[src/rtl/interrupt_ctrl_if.sv]
// rtl/interrupt_ctrl_if.sv - source/mask/ack/eoi and status bundle between interrupt sources, PicoBlaze and controller
interface interrupt_ctrl_if #(
   parameter int NUM_SRC = 4,
   parameter int VEC_W   = 2
);
   logic [NUM_SRC-1:0] src_in;
   logic [NUM_SRC-1:0] mask_in;
   logic               interrupt_ack;
   logic               eoi;
   logic               ovf_clr;
   logic               interrupt;
   logic [VEC_W-1:0]   vector;
   logic [NUM_SRC-1:0] pending;
   logic [NUM_SRC-1:0] overflow;
   logic               in_service;
   logic               timeout_err;

   modport master (
      output src_in, mask_in, interrupt_ack, eoi, ovf_clr,
      input  interrupt, vector, pending, overflow, in_service, timeout_err
   );

   modport slave (
      input  src_in, mask_in, interrupt_ack, eoi, ovf_clr,
      output interrupt, vector, pending, overflow, in_service, timeout_err
   );
endinterface

[src/rtl/interrupt_ctrl.sv]
// rtl/interrupt_ctrl.sv - fixed-priority edge-latched interrupt controller for PicoBlaze
// Optional ack watchdog enabled by defining INTC_ACK_TIMEOUT_EN.
module interrupt_ctrl #(
   parameter int NUM_SRC     = 4,
   parameter int VEC_W       = 2,
   parameter int ACK_TIMEOUT = 1000
) (
   input logic            clk,
   input logic            reset_n,
   interrupt_ctrl_if.slave bus
);
   typedef enum logic [1:0] {IDLE, REQ, SERVICE} state_t;

   state_t             state;
   state_t             state_nx;
   logic [NUM_SRC-1:0] src_d;
   logic [NUM_SRC-1:0] pending_q;
   logic [NUM_SRC-1:0] overflow_q;
   logic [NUM_SRC-1:0] edge_det;
   logic [NUM_SRC-1:0] eligible;
   logic [NUM_SRC-1:0] clr_mask;
   logic [NUM_SRC-1:0] ovf_set;
   logic [VEC_W-1:0]   winner;
   logic [VEC_W-1:0]   vector_q;
   logic               interrupt_q;
   logic               interrupt_nx;
   logic               capture;
   logic               timeout_hit;

   generate
      if (NUM_SRC < 1 || NUM_SRC > 16 || NUM_SRC > (2 ** VEC_W) || ACK_TIMEOUT < 1) begin : g_bad_param
         $error("interrupt_ctrl: illegal NUM_SRC/VEC_W/ACK_TIMEOUT combination");
      end
   endgenerate

   assign edge_det = bus.src_in & ~src_d;
   assign eligible = pending_q & bus.mask_in;

   // Scan from the top down so the lowest eligible index is the last one written.
   always_comb begin
      winner = '0;
      for (int i = NUM_SRC - 1; i >= 0; i--) begin
         if (eligible[i]) winner = VEC_W'(i);
      end
   end

   always_comb begin
      state_nx     = state;
      interrupt_nx = interrupt_q;
      capture      = 1'b0;
      case (state)
         IDLE: begin
            if (|eligible) begin
               state_nx     = REQ;
               interrupt_nx = 1'b1;
            end
         end
         REQ: begin
            if (bus.interrupt_ack && (|eligible)) begin
               state_nx     = SERVICE;
               interrupt_nx = 1'b0;
               capture      = 1'b1;
            end else if (!(|eligible) || timeout_hit) begin
               state_nx     = IDLE;
               interrupt_nx = 1'b0;
            end
         end
         SERVICE: begin
            if (bus.eoi) state_nx = IDLE;
         end
         default: begin
            state_nx     = IDLE;
            interrupt_nx = 1'b0;
         end
      endcase
   end

   always_comb begin
      clr_mask = '0;
      for (int i = 0; i < NUM_SRC; i++) begin
         clr_mask[i] = capture && (winner == VEC_W'(i));
      end
   end

   // A fresh edge on the bit being cleared re-pends it without counting as overflow.
   assign ovf_set = edge_det & pending_q & ~clr_mask;

   always_ff @(posedge clk or negedge reset_n) begin
      if (!reset_n) state <= IDLE;
      else          state <= state_nx;
   end

   always_ff @(posedge clk or negedge reset_n) begin
      if (!reset_n) begin
         src_d       <= '0;
         pending_q   <= '0;
         overflow_q  <= '0;
         vector_q    <= '0;
         interrupt_q <= 1'b0;
      end else begin
         src_d       <= bus.src_in;
         pending_q   <= (pending_q & ~clr_mask) | edge_det;
         overflow_q  <= (bus.ovf_clr ? '0 : overflow_q) | ovf_set;
         interrupt_q <= interrupt_nx;
         if (capture) vector_q <= winner;
      end
   end

`ifdef INTC_ACK_TIMEOUT_EN
   localparam int CNT_W = $clog2(ACK_TIMEOUT + 1);

   logic [CNT_W-1:0] ack_cnt;
   logic             timeout_q;
   logic             timed_out;

   assign timeout_hit = (state == REQ) && (ack_cnt == CNT_W'(ACK_TIMEOUT - 1));
   assign timed_out   = timeout_hit && (|eligible) && !bus.interrupt_ack;

   always_ff @(posedge clk or negedge reset_n) begin
      if (!reset_n) begin
         ack_cnt   <= '0;
         timeout_q <= 1'b0;
      end else begin
         if (state == IDLE && state_nx == REQ) ack_cnt <= '0;
         else if (state == REQ)                ack_cnt <= ack_cnt + CNT_W'(1);
         timeout_q <= (bus.ovf_clr ? 1'b0 : timeout_q) | timed_out;
      end
   end

   assign bus.timeout_err = timeout_q;
`else
   assign timeout_hit     = 1'b0;
   assign bus.timeout_err = 1'b0;
`endif

   assign bus.interrupt  = interrupt_q;
   assign bus.vector     = vector_q;
   assign bus.pending    = pending_q;
   assign bus.overflow   = overflow_q;
   assign bus.in_service = (state == SERVICE);
endmodule

[src/flat_wrapper.sv]
// flat-port wrapper written by rule: the top's interface ports become plain ports
module interrupt_ctrl_flat 
#(
   parameter int NUM_SRC     = 4,
   parameter int VEC_W       = 2,
   parameter int ACK_TIMEOUT = 1000
)
  (clk, reset_n, bus_src_in, bus_mask_in, bus_interrupt_ack, bus_eoi, bus_ovf_clr, bus_interrupt, bus_vector, bus_pending, bus_overflow, bus_in_service, bus_timeout_err);
  interrupt_ctrl_if #(.NUM_SRC(NUM_SRC), .VEC_W(VEC_W)) bus_i ();
  input logic clk;
  input logic reset_n;
  input wire logic [$bits(bus_i.src_in)-1:0] bus_src_in;
  input wire logic [$bits(bus_i.mask_in)-1:0] bus_mask_in;
  input wire logic [$bits(bus_i.interrupt_ack)-1:0] bus_interrupt_ack;
  input wire logic [$bits(bus_i.eoi)-1:0] bus_eoi;
  input wire logic [$bits(bus_i.ovf_clr)-1:0] bus_ovf_clr;
  output wire logic [$bits(bus_i.interrupt)-1:0] bus_interrupt;
  output wire logic [$bits(bus_i.vector)-1:0] bus_vector;
  output wire logic [$bits(bus_i.pending)-1:0] bus_pending;
  output wire logic [$bits(bus_i.overflow)-1:0] bus_overflow;
  output wire logic [$bits(bus_i.in_service)-1:0] bus_in_service;
  output wire logic [$bits(bus_i.timeout_err)-1:0] bus_timeout_err;
  assign bus_i.src_in = bus_src_in;
  assign bus_i.mask_in = bus_mask_in;
  assign bus_i.interrupt_ack = bus_interrupt_ack;
  assign bus_i.eoi = bus_eoi;
  assign bus_i.ovf_clr = bus_ovf_clr;
  assign bus_interrupt = bus_i.interrupt;
  assign bus_vector = bus_i.vector;
  assign bus_pending = bus_i.pending;
  assign bus_overflow = bus_i.overflow;
  assign bus_in_service = bus_i.in_service;
  assign bus_timeout_err = bus_i.timeout_err;
  interrupt_ctrl #(.NUM_SRC(NUM_SRC), .VEC_W(VEC_W), .ACK_TIMEOUT(ACK_TIMEOUT)) u_core (.clk(clk), .reset_n(reset_n), .bus(bus_i));
endmodule
[config.mk]
export PLATFORM = sky130hd
export DESIGN_NAME = interrupt_ctrl_flat
export DESIGN_NICKNAME = d
export VERILOG_FILES = /design/src/rtl/interrupt_ctrl_if.sv /design/src/rtl/interrupt_ctrl.sv /design/src/flat_wrapper.sv
export SDC_FILE = /design/constraint.sdc
export NUM_CORES = 1
export LEC_CHECK = 0
export ABC_AREA = 1
export ABC_CLOCK_PERIOD_IN_PS = 1400
export CAP_MARGIN = 30
export CORE_MARGIN = 8
export CORE_UTILIZATION = 30
export DETAILED_ROUTE_END_ITERATION = 8
export GPL_ROUTABILITY_DRIVEN = 0
export GPL_TIMING_DRIVEN = 0
export PLACE_DENSITY = 0.63
export REMOVE_ABC_BUFFERS = 1
export SETUP_SLACK_MARGIN = 0.1
export SYNTH_ARGS = -nofsm -noshare
export SYNTH_HDL_FRONTEND = slang
export SYNTH_SLANG_ARGS = --single-unit
[constraint.sdc]
create_clock -name clk -period 1.4 [get_ports clk]
set_input_delay 0.28 -clock clk [delete_from_list [all_inputs] [get_ports clk]]
set_output_delay 0.28 -clock clk [all_outputs]
set_load 0.02 [all_outputs]
Word-level counts from Yosys, hierarchy flattened
Index checks and enable logic that the tools add are counted.
W data, S select, Z words.
{"block": "totals", "regBits": 17, "inputBits": 13, "output_inout_bits": 13, "word_cells": 50}
{"block": "classes", "eq_ne": 8, "muxes": 16, "bitwise_logic": 10, "reduce_logical": 10}
{"cell": "$and A4 B4 Y4", "count": 5}
{"cell": "$mux W2", "count": 8}
{"cell": "$not A4 Y4", "count": 2}
{"cell": "$or A4 B4 Y4", "count": 2}
{"cell": "$eq A2 B2 Y1 const B", "count": 3}
{"cell": "$pmux W2 S3", "count": 1}
{"cell": "$reduce_and A3 Y1", "count": 2}
{"cell": "$logic_and A1 B1 Y1", "count": 5}
{"cell": "$mux W1", "count": 5}
{"cell": "$eq A2 B1 Y1 const B", "count": 2}
{"cell": "$logic_not A2 Y1", "count": 2}
{"cell": "$mux W4", "count": 1}
{"cell": "$reduce_or A4 Y1", "count": 1}
{"cell": "$ne A3 B3 Y1 const B", "count": 1}
{"cell": "$pmux W1 S3", "count": 1}
{"cell": "$ne A2 B1 Y1 const B", "count": 1}
{"cell": "$ne A2 B2 Y1 const B", "count": 1}
{"cell": "$not A1 Y1", "count": 1}

Depth between registers and ports, before layout
Gate-level depths: netlist of run 1.
{"block": "logic_depth", "ltp_word": 10, "mapped_depth": 9}

Least setup slack after synthesis of run 1
No wires, ideal clock.
{"block": "synth_path", "path_kind": "reg2reg", "start": "reg u_core.pending_q[1], in the netlist u_core.bus.pending[1]", "end": "reg u_core.pending_q[1], in the netlist u_core.bus.pending[1]", "arrival_ns": 1.081, "required_time_ns": 1.283, "path_slack_ns": 0.202, "stages_incl_launch_ff": 10, "n_path_buf": 0, "cell_sequence": "dfrtp_1 -> nand2_2 -> nand2_2 -> inv_2 -> nand2_4 -> nand3_4 -> inv_4 -> nand2_2 -> nand2_1 -> nand2_1"}
{"block": "synth_between", "elab_chain_cells": 9}
{"element": "start: declaration", "line": "interrupt_ctrl.sv:17", "rtl": "logic [NUM_SRC-1:0] pending_q;"}
{"element": "start signal: assignment", "line": "interrupt_ctrl.sv:102", "rtl": "pending_q <= (pending_q & ~clr_mask) | edge_det;"}
{"element": "$and A4 B4 Y4", "line": "interrupt_ctrl.sv:37", "rtl": "assign eligible = pending_q & bus.mask_in;"}
{"element": "$reduce_or A4 Y1", "line": "interrupt_ctrl.sv:59", "rtl": "if (bus.interrupt_ack && (|eligible)) begin"}
{"element": "$logic_and A1 B1 Y1", "line": "interrupt_ctrl.sv:59"}
{"element": "$mux W1", "line": "interrupt_ctrl.sv:59"}
{"element": "$mux W1", "line": "interrupt_ctrl.sv:51", "rtl": "case (state)"}
{"element": "$logic_and A1 B1 Y1", "line": "interrupt_ctrl.sv:81", "rtl": "clr_mask[i] = capture && (winner == VEC_W'(i));"}
{"element": "$not A4 Y4", "line": "interrupt_ctrl.sv:102"}
{"element": "$and A4 B4 Y4 *", "line": "interrupt_ctrl.sv:102"}
{"element": "$or A4 B4 Y4 *", "line": "interrupt_ctrl.sv:102"}
Every way passes the cells marked *; elsewhere a longest branch is shown, timed or not.
A chain may end at the register's enable or synchronous reset.

Worst setup path after layout of run 1
{"block": "layout_path", "start": "reg u_core.state[1]", "end": "out bus_in_service"}
{"block": "layout_between", "elab_chain_cells": 1}
{"element": "start: declaration", "line": "interrupt_ctrl.sv:14", "rtl": "state_t state;"}
{"element": "start signal: assignment", "line": "interrupt_ctrl.sv:90", "rtl": "else state <= state_nx;"}
{"element": "$eq A2 B2 Y1", "line": "interrupt_ctrl.sv:140", "rtl": "assign bus.in_service = (state == SERVICE);"}
{"element": "end: declaration", "line": "flat_wrapper.sv:21", "rtl": "output wire logic [$bits(bus_i.in_service)-1:0] bus_in_service;"}
No other way between the ends.

==> results.md, run 1 <==
- The run finished with clean final reports.
- The critical path crosses 3 cells after its start point.
- The number of buffers added by the clock tree synthesis step is 3.
- The internal portion of the total power is 1.041 mW.
- The static leakage is between 0.5 and 0.6 nW.
- The worst-margin pin slew is 0.7505 ns.
- The y dimension of the die is 67.50 µm.
- The class of the most critical hold timing path is in2async.
- STA classifies the critical path startpoint as a register.
- The repair_antennas step left the layout with diodes totalling 0.
- For the worst setup path, the data arrival time is 0.98 ns.
- The worst register-to-register path begins at u_core.bus.pending[1].
- In the final layout, the share of cells above drive strength 1 is 21.60%.
- The clock network is responsible for approximately 15% of the overall power.
- The count of final setup violators is 0.
- The fraction of the cycle the final worst path needs is around nine tenths.
- Detailed placement finished with a half-perimeter wire length of 1.340 mm.
- The count of nets after finishing is 139.
- In this run the clock root is driven by a sky130_fd_sc_hd__clkbuf_4.
- The number of hold buffers added after CTS was 0.
- In this run, the number of DRC markers left after iteration 0 of detailed routing was 17.
- The overall routing resource usage is 8.011%.
- The switching component of the power is 701.0 µW.
- The achievable frequency is 791.5 MHz.
- For this block, the routed nets add up to 1.656 mm of wire.
- The routed via count divided by cell count is 4.316.
- The switching share of power is 40.24%.
- For the worst-skew pair, the clock arrives at the later sink with an insertion delay of 0.29 ns.
- The mean cell area of the mapped netlist is about 8.2 µm².
- Synthesis produced a netlist whose cell count is 97.
- The area growth from synthesis to layout is 36.63%.
- The endpoint of the most critical register-to-register path is u_core.bus.pending[2].
- The delay contributed by the slowest stage of the critical path is 0.43 ns.
- By startpoint and endpoint, the worst setup path is classified as reg2out.
- The kind of cell with the highest combined delay along the critical path is flip-flops.
- The power density normalized to cell area is 1602 nW/µm².
- The critical path endpoint category is an output port.
- In this run the deepest clock path goes through 2 buffers.
- The area of the die is 4556 µm².
- The combined area of the multi-input logic cells is 301.5 µm².
- The cell with the largest stage delay on the worst path is sky130_fd_sc_hd__dfrtp_1.
- The share of total power dissipated in combinational logic is 44.1%.
- The reg-to-reg setup timing slack is 0.19 ns.
- Adding up every negative setup slack in the final design gives 0 ns.
- Across all hold checks on the routed design, the worst slack comes to 0.4275 ns.
- The cell area after synthesis is 795.8 µm².
- For the worst setup path, the data required time is 1.12 ns.
- After detailed routing, the average wire length per cell comes to ~11 µm.
- Counting I/O delays and the setup requirement, the final critical path takes approximately 1.3 ns.
- Measured against its own limit, the worst slew margin works out to 49.81%.
- The register clock-pin slew on the reported worst setup and hold paths is 0.10 ns.
- Setup repair after global routing could not meet its margin everywhere.
- The worst clock skew is about 0.003 ns.
- The final antenna-violating net count is 0.
- The die span in x is 67.50 µm.
- The number of I/O port buffers is 24.
- The initial antenna violation count came to 0.
- The max-cap check violation count is 0.
- The number of global-route vias before repair came to 686.
- The number of failing hold endpoints at the final stage was 0.
- Sequential cells burn 41.0% of the power.
- The number of fill cells in the layout is 263.
- The total overflow left after global routing is 0.
- CTS built an H-tree with a depth of 1.
- The floorplan has 18 rows.
- The routed layout has 669 vias.
- The core area is 2500 µm².
- The signal on the critical path passes through nand2_2 -> inv_2 -> buf_6.
- The share of the yosys chip area belonging to registers is 53.46%.
- The largest vdd supply drop is approximately 0.0008 V.
- In this run the count of I/O pins placed on the die edge is 26.
- The footprint of the flip-flops and latches is approximately 430 µm².
- After synthesis the netlist holds a flip-flop and latch count of 17.
- The depth of the worst register-to-register path is 6.
- The maximum number of pins on one net before global-route repair is 18.
- The number of max-slew violations in the final report is 0.
- The starting density of the core is a little under a third.
- TritonCTS built the clock tree.
- The tree built by TritonCTS fans out to 17 sinks.
- In the routed design, unresolved DRC markers number 0.
- The first detailed-routing pass ran for 4 iterations.
- In this run the worst path has a maximum fanout of 3.
- Synthesis instantiated 18 different standard cells from the library.
- Counting both buffers and inverters, the worst setup path holds a total of 2.
- The global-route wire length before repair is 2.835 mm.
- The number of warnings printed during yosys synthesis is 0.
synth_stat cells, drive strengths merged:
master | instances | share of area, %
a21oi | 1 | 0.63
a31o | 1 | 1.1
buf | 1 | 0.94
conb | 1 | 0.47
dfrtp | 17 | 53
inv | 17 | 8.3
nand2 | 42 | 23
nand3 | 5 | 4.7
nand4 | 2 | 1.6
nor2 | 7 | 4.2
o21ai | 3 | 1.9
worst reg2reg max path, cell delays in order, from the launching register on:
cell                      delay, ns
sky130_fd_sc_hd__dfrtp_1       0.43
sky130_fd_sc_hd__nand2_2       0.14
sky130_fd_sc_hd__nand2_2       0.07
sky130_fd_sc_hd__inv_2         0.08
sky130_fd_sc_hd__nand4_1       0.14
sky130_fd_sc_hd__o21ai_0       0.18
sky130_fd_sc_hd__nand2_1       0.06
routing by layer:
| metal | share of wire (%) | vias to the layer above | GRT usage [%] |
|---|---|---|---|
| met5 | 0 | - | 0 |
| met4 | 2.1 | 0 | 4.700 |
| met3 | 8.2 | 5 | 2.980 |
| met2 | 44 | 21 | 12.43 |
| met1 | 46 | 296 | 9.259 |
| li1 | - | 347 | - |
worst max-delay path by stage:
stage | from | to | slack, ns
CTS | u_core.state[0] | bus_in_service | 0.10
global route | u_core.state[0] | bus_in_service | 0.09
finish | u_core.state[1] | bus_in_service | 0.14
floorplan | u_core.bus.pending[1] | u_core.bus.pending[1] | 0.20
global placement | bus_mask_in[2] | u_core.bus.overflow[3] | -0.11
detailed placement | bus_mask_in[2] | u_core.bus.pending[1] | -0.12
placed cells by master, fill, tap and decap left out:
| cell | netlist | routed |
|---|---|---|
| sky130_fd_sc_hd__a21oi_1 | 1 | 1 |
| sky130_fd_sc_hd__a31o_2 | 1 | 1 |
| sky130_fd_sc_hd__buf_2 | 0 | 3 |
| sky130_fd_sc_hd__buf_4 | 1 | 1 |
| sky130_fd_sc_hd__buf_6 | 0 | 1 |
| sky130_fd_sc_hd__clkbuf_1 | 0 | 1 |
| sky130_fd_sc_hd__clkbuf_2 | 0 | 1 |
| sky130_fd_sc_hd__clkbuf_4 | 0 | 3 |
| sky130_fd_sc_hd__clkdlybuf4s15_1 | 0 | 6 |
| sky130_fd_sc_hd__clkdlybuf4s15_2 | 0 | 1 |
| sky130_fd_sc_hd__clkdlybuf4s50_1 | 0 | 12 |
| sky130_fd_sc_hd__conb_1 | 1 | 1 |
| sky130_fd_sc_hd__dfrtp_1 | 17 | 17 |
| sky130_fd_sc_hd__inv_1 | 14 | 12 |
| sky130_fd_sc_hd__inv_2 | 2 | 4 |
| sky130_fd_sc_hd__inv_4 | 1 | 1 |
| sky130_fd_sc_hd__nand2_1 | 35 | 33 |
| sky130_fd_sc_hd__nand2_2 | 6 | 8 |
| sky130_fd_sc_hd__nand2_4 | 1 | 1 |
| sky130_fd_sc_hd__nand3_1 | 4 | 4 |
| sky130_fd_sc_hd__nand3_4 | 1 | 1 |
| sky130_fd_sc_hd__nand4_1 | 2 | 2 |
| sky130_fd_sc_hd__nor2_1 | 6 | 6 |
| sky130_fd_sc_hd__nor2_4 | 1 | 1 |
| sky130_fd_sc_hd__o21ai_0 | 2 | 2 |
| sky130_fd_sc_hd__o21ai_1 | 1 | 1 |
logic make-up after synthesis:
family,count (synthesis),share of synthesized area [%]
buffers and inverters,18,9.278
other,1,0.4712
AO/OA/AOI/OAI,5,3.615
AND/OR/NAND/NOR,56,33.18
flip-flops,17,53.46
power by group through the flow:
stage	combinational, mW	clock [mW]	sequential [mW]
final	0.768	0.259	0.715
after global routing	0.852	0.282	0.735
after CTS	0.765	0.272	0.715
after detailed placement	0.804	0	0.721
after global placement	0.790	0	0.720
after floorplan	0.356	0	0.833
through the flow:
step	instances	cell area [µm²]	worst slack (ns)	power (mW)	util [%]
floorplan	96	788.3	0.2017	1.189	-
global placement	150	1066	-0.1137	1.510	42.64
detailed placement	150	1066	-0.1175	1.525	42.64
CTS	154	1092	0.1015	1.752	43.69
global route	155	1087	0.08817	1.869	43.49
finish	155	1087	0.1365	1.742	43.49
registers in the layout, indices dropped and copies added (netlist names):
| register | count |
|---|---|
| u_core.src_d | 4 |
| u_core.state | 2 |
| u_core.bus.vector | 2 |
| u_core.bus.overflow | 4 |
| u_core.bus.interrupt | 1 |
| u_core.bus.pending | 4 |
final cells by class:
type	count	area share (%)
inverter	17	6.099
clock buffer	4	2.417
timing repair buffer	25	21.17
sequential	17	39.13
multi-input combinational	62	27.73
tap	30	3.452
timing repair:
action                                 CTS  global route
endpoints found under the hold margin    0             0
setup endpoints to repair               12            12
gates resized for setup                 28            12
buffers inserted                         0             1
No activity file was read; power rests on OpenSTA's default activity.
==> run 2: changes to the inputs <==
--- a/config.mk
+++ b/config.mk
@@ -6,7 +6,7 @@
 export NUM_CORES = 1
 export LEC_CHECK = 0
 export ABC_AREA = 1
-export ABC_CLOCK_PERIOD_IN_PS = 1400
+export ABC_CLOCK_PERIOD_IN_PS = 1200
 export CAP_MARGIN = 30
 export CORE_MARGIN = 8
 export CORE_UTILIZATION = 30
==> constraint.sdc (replaced) <==
create_clock -name clk -period 1.2 [get_ports clk]
set_input_delay 0.24 -clock clk [delete_from_list [all_inputs] [get_ports clk]]
set_output_delay 0.24 -clock clk [all_outputs]
set_load 0.02 [all_outputs]
==> results.md, run 2 (synthesized netlist as in run 1, its figures left out) <==
- In this run the critical register-to-register path is launched from u_core.bus.pending[0].
- The switching component of the power is about 930 µW.
- The number of fill cells in the layout is 258.
- The row count is 18.
- In the final layout, the multi-input gates occupy 350.3 µm².
- Walking the worst path, the cells encountered are nand2_2 -> inv_2 -> buf_6.
- The clock network latency to the later pin of the worst-skew pair is 0.29 ns.
- Measured along the x axis, the die boundary spans 67.50 µm.
- The first detailed-routing pass took 3 iterations.
- In the layout the commonest cells are sky130_fd_sc_hd__nand2_1 (23), sky130_fd_sc_hd__nand2_2 (15), sky130_fd_sc_hd__dfrtp_1 (15).
- Derived from the worst setup path, the maximum achievable clock frequency is ~800 MHz.
- The run finished, with violations left.
- The number of failing hold endpoints at the final stage came to 0.
- TritonCTS built the clock tree.
- The final routed DRC violation total is 0.
- After the last flow step, the layout net total stands at 154.
- The floorplan step defined a core boundary enclosing 2500 µm².
- The static leakage is roughly 0.72 nW.
- The maximum number of pins on one net before global-route repair is 18.
- The global-route wire length before repair is 3.084 mm.
- The die covers 4556 µm².
- Across the VDD grid, the largest voltage drop is around 0.00096 V.
- The critical path endpoint category is an output port.
- Across all register-to-register paths, the minimum setup slack is 0.02 ns.
- The detail route stage leaves a number of antenna-violating nets equal to 0.
- From synthesis to final layout, the design area changed by 59.43%.
- Max-cap violations in this run came to 0.
- The setup TNS is -0.02236 ns.
- Using the TritonRoute via totals, the vias-per-cell ratio works out to 4.341.
- The critical path contains buffers and inverters numbering 2 combined.
- The number of global-route vias before repair is roughly 740.
- At the worst endpoint, the arrival time is between 0.9 and 1 ns.
- The number of antenna cells inserted is 0.
- At the pin with the least slew margin, the transition time is 0.7670 ns.
- The power density normalized to cell area is 1863 nW/µm².
- The register clock-pin slew on the reported worst setup and hold paths is about 0.1 ns.
- The total internal power is 1.429 mW.
- The post-detailed-placement half-perimeter wirelength is 1.340 mm.
- For this block, the initial DRC count from the detailed router was 16.
- The clock network is responsible for about an eighth of the overall power.
- The required time of the critical path is 0.96 ns.
- The number of H-tree branching levels is 1.
- Summing all flip-flop and latch instances after layout gives around 430 µm².
- The cell at the root of the clock tree is sky130_fd_sc_hd__clkbuf_4.
- The setup slack after layout is -0.01535 ns.
- The post-detailed-route wirelength per cell is 11.25 µm.
- No sink is reached through more buffers than the 2 on the longest clock path.
- After routing the design area is 1269 µm².
- The power consumption is 2.364 mW.
- The final critical path takes up 101.3% of the cycle.
- The number of buffers added by the clock tree synthesis step is 3.
- The class of the most critical hold timing path is in2async.
- The post-cts hold buffer count is 0.
- The number of cells in the design after placement is 150.
- The proportion of layout cells with a drive suffix above 1 is 44.29%.
- The worst setup slack before clock tree synthesis is -0.2775 ns.
- The final reports fail on negative setup slack.
- The routed design has 1.913 mm of wire.
- The y dimension of the die is a little under 70 µm.
- In this run the worst path has a maximum fanout of 3.
- The number of I/O port buffers is 24.
- The delay contributed by the slowest stage of the critical path is between 0.4 and 0.5 ns.
- The share of power burned in combinational logic is 50.8%.
- After global routing the overflow that remains totals 0.
- The initial antenna violation count came to 0.
- The startpoint type of the worst setup path is a register.
- The number of max-slew violations in the final report is 0.
- Setup violations remaining at the end of the flow were counted as 2.
- On the critical path, the stage with the largest delay is an instance of sky130_fd_sc_hd__dfrtp_1.
- The most common library cell in the layout ignoring fill and taps is sky130_fd_sc_hd__nand2_1.
- The area of placed instances is 1066 µm².
- For this run, the number of standard cells in the final layout without fillers is 170.
- The depth of the worst register-to-register path is 6.
- Per report_power, the sequential group accounts for ~36% of the total.
- Between clock sinks in the finished design, the worst skew comes to approximately 0.0041 ns.
- The initial utilization of the core area, before any placement, comes to 31.83%.
- The switching share of power is 39.52%.
- Setup repair after global routing could not meet its margin everywhere.
- The shortest clock period the worst path allows after layout is approximately 1.2 ns.
- The overall routing resource usage is 8.690%.
- The endpoint of the most critical register-to-register path is u_core.bus.overflow[2].
- The clock drives 17 sinks.
- The category of cells accounting for the largest share of critical-path delay is flip-flops.
- During I/O placement, the number of pins put on the boundary was 26.
- The critical path is of the reg2out type.
- The relative max-transition margin is 48.79%.
- The total via count after detailed routing is between 700 and 800.
[run 2: final cells by class]
| type | instances | share of cell area [%] |
|---|---|---|
| clock buffer | 4 | 2.071 |
| timing repair buffer | 40 | 28.21 |
| inverter | 17 | 5.424 |
| sequential | 17 | 33.73 |
| tap | 30 | 2.959 |
| multi-input combinational | 62 | 27.61 |
[run 2: repair_timing]
item                       4_1_cts  5_1_grt
setup endpoints to repair       22       21
gates resized for setup         66       24
pin swaps                        7        6
setup buffers                    7        9
[run 2: power by group through the flow]
stage / clock network [mW] / registers [mW] / logic, mW
floorplan: 0 / 0.972 / 0.415
global placement: 0 / 0.840 / 0.922
detailed placement: 0 / 0.841 / 0.938
CTS: 0.317 / 0.845 / 0.982
global route: 0.328 / 0.884 / 1.32
finish: 0.302 / 0.861 / 1.20
[run 2: per-stage QoR]
stage / utilization (%) / hold slack (ns)
2_1_floorplan: - / -0.05559
6_report: 50.75 / 0.004267
5_1_grt: 50.75 / 0.08259
4_1_cts: 45.25 / 0.4019
3_5_place_dp: 42.64 / 0.4646
3_3_place_gp: 42.64 / 0.4599
[run 2: worst max-delay path by stage]
stage / startpoint / end / slack [ns] / depth (start not counted)
2_1_floorplan: u_core.bus.pending[1] / u_core.bus.pending[1] / 0.002 / 9
3_3_place_gp: bus_mask_in[2] / u_core.bus.overflow[3] / -0.27 / 10
3_5_place_dp: bus_mask_in[2] / u_core.bus.pending[1] / -0.28 / 10
4_1_cts: u_core.state[0] / bus_in_service / -0.02 / 4
5_1_grt: u_core.state[0] / u_core.bus.overflow[2] / -0.08 / 6
6_report: u_core.state[1] / bus_in_service / -0.02 / 3
[run 2: layer usage]
metal / vias up / wire length, µm / track usage (%)
met4: 0 / 41 / 5.483
li1: 376 / - / -
met2: 18 / 946 / 13.73
met5: - / 0 / 0
met1: 340 / 789 / 9.844
met3: 4 / 136 / 2.980
[run 2: worst reg2reg max path: stages (launching register included)]
cell and delay (ns):
sky130_fd_sc_hd__dfrtp_2 0.45, sky130_fd_sc_hd__nand2_2 0.11, sky130_fd_sc_hd__nand2_2 0.05, sky130_fd_sc_hd__inv_2 0.08
sky130_fd_sc_hd__nand4_1 0.16, sky130_fd_sc_hd__nor2_1 0.16, sky130_fd_sc_hd__o21ai_1 0.07
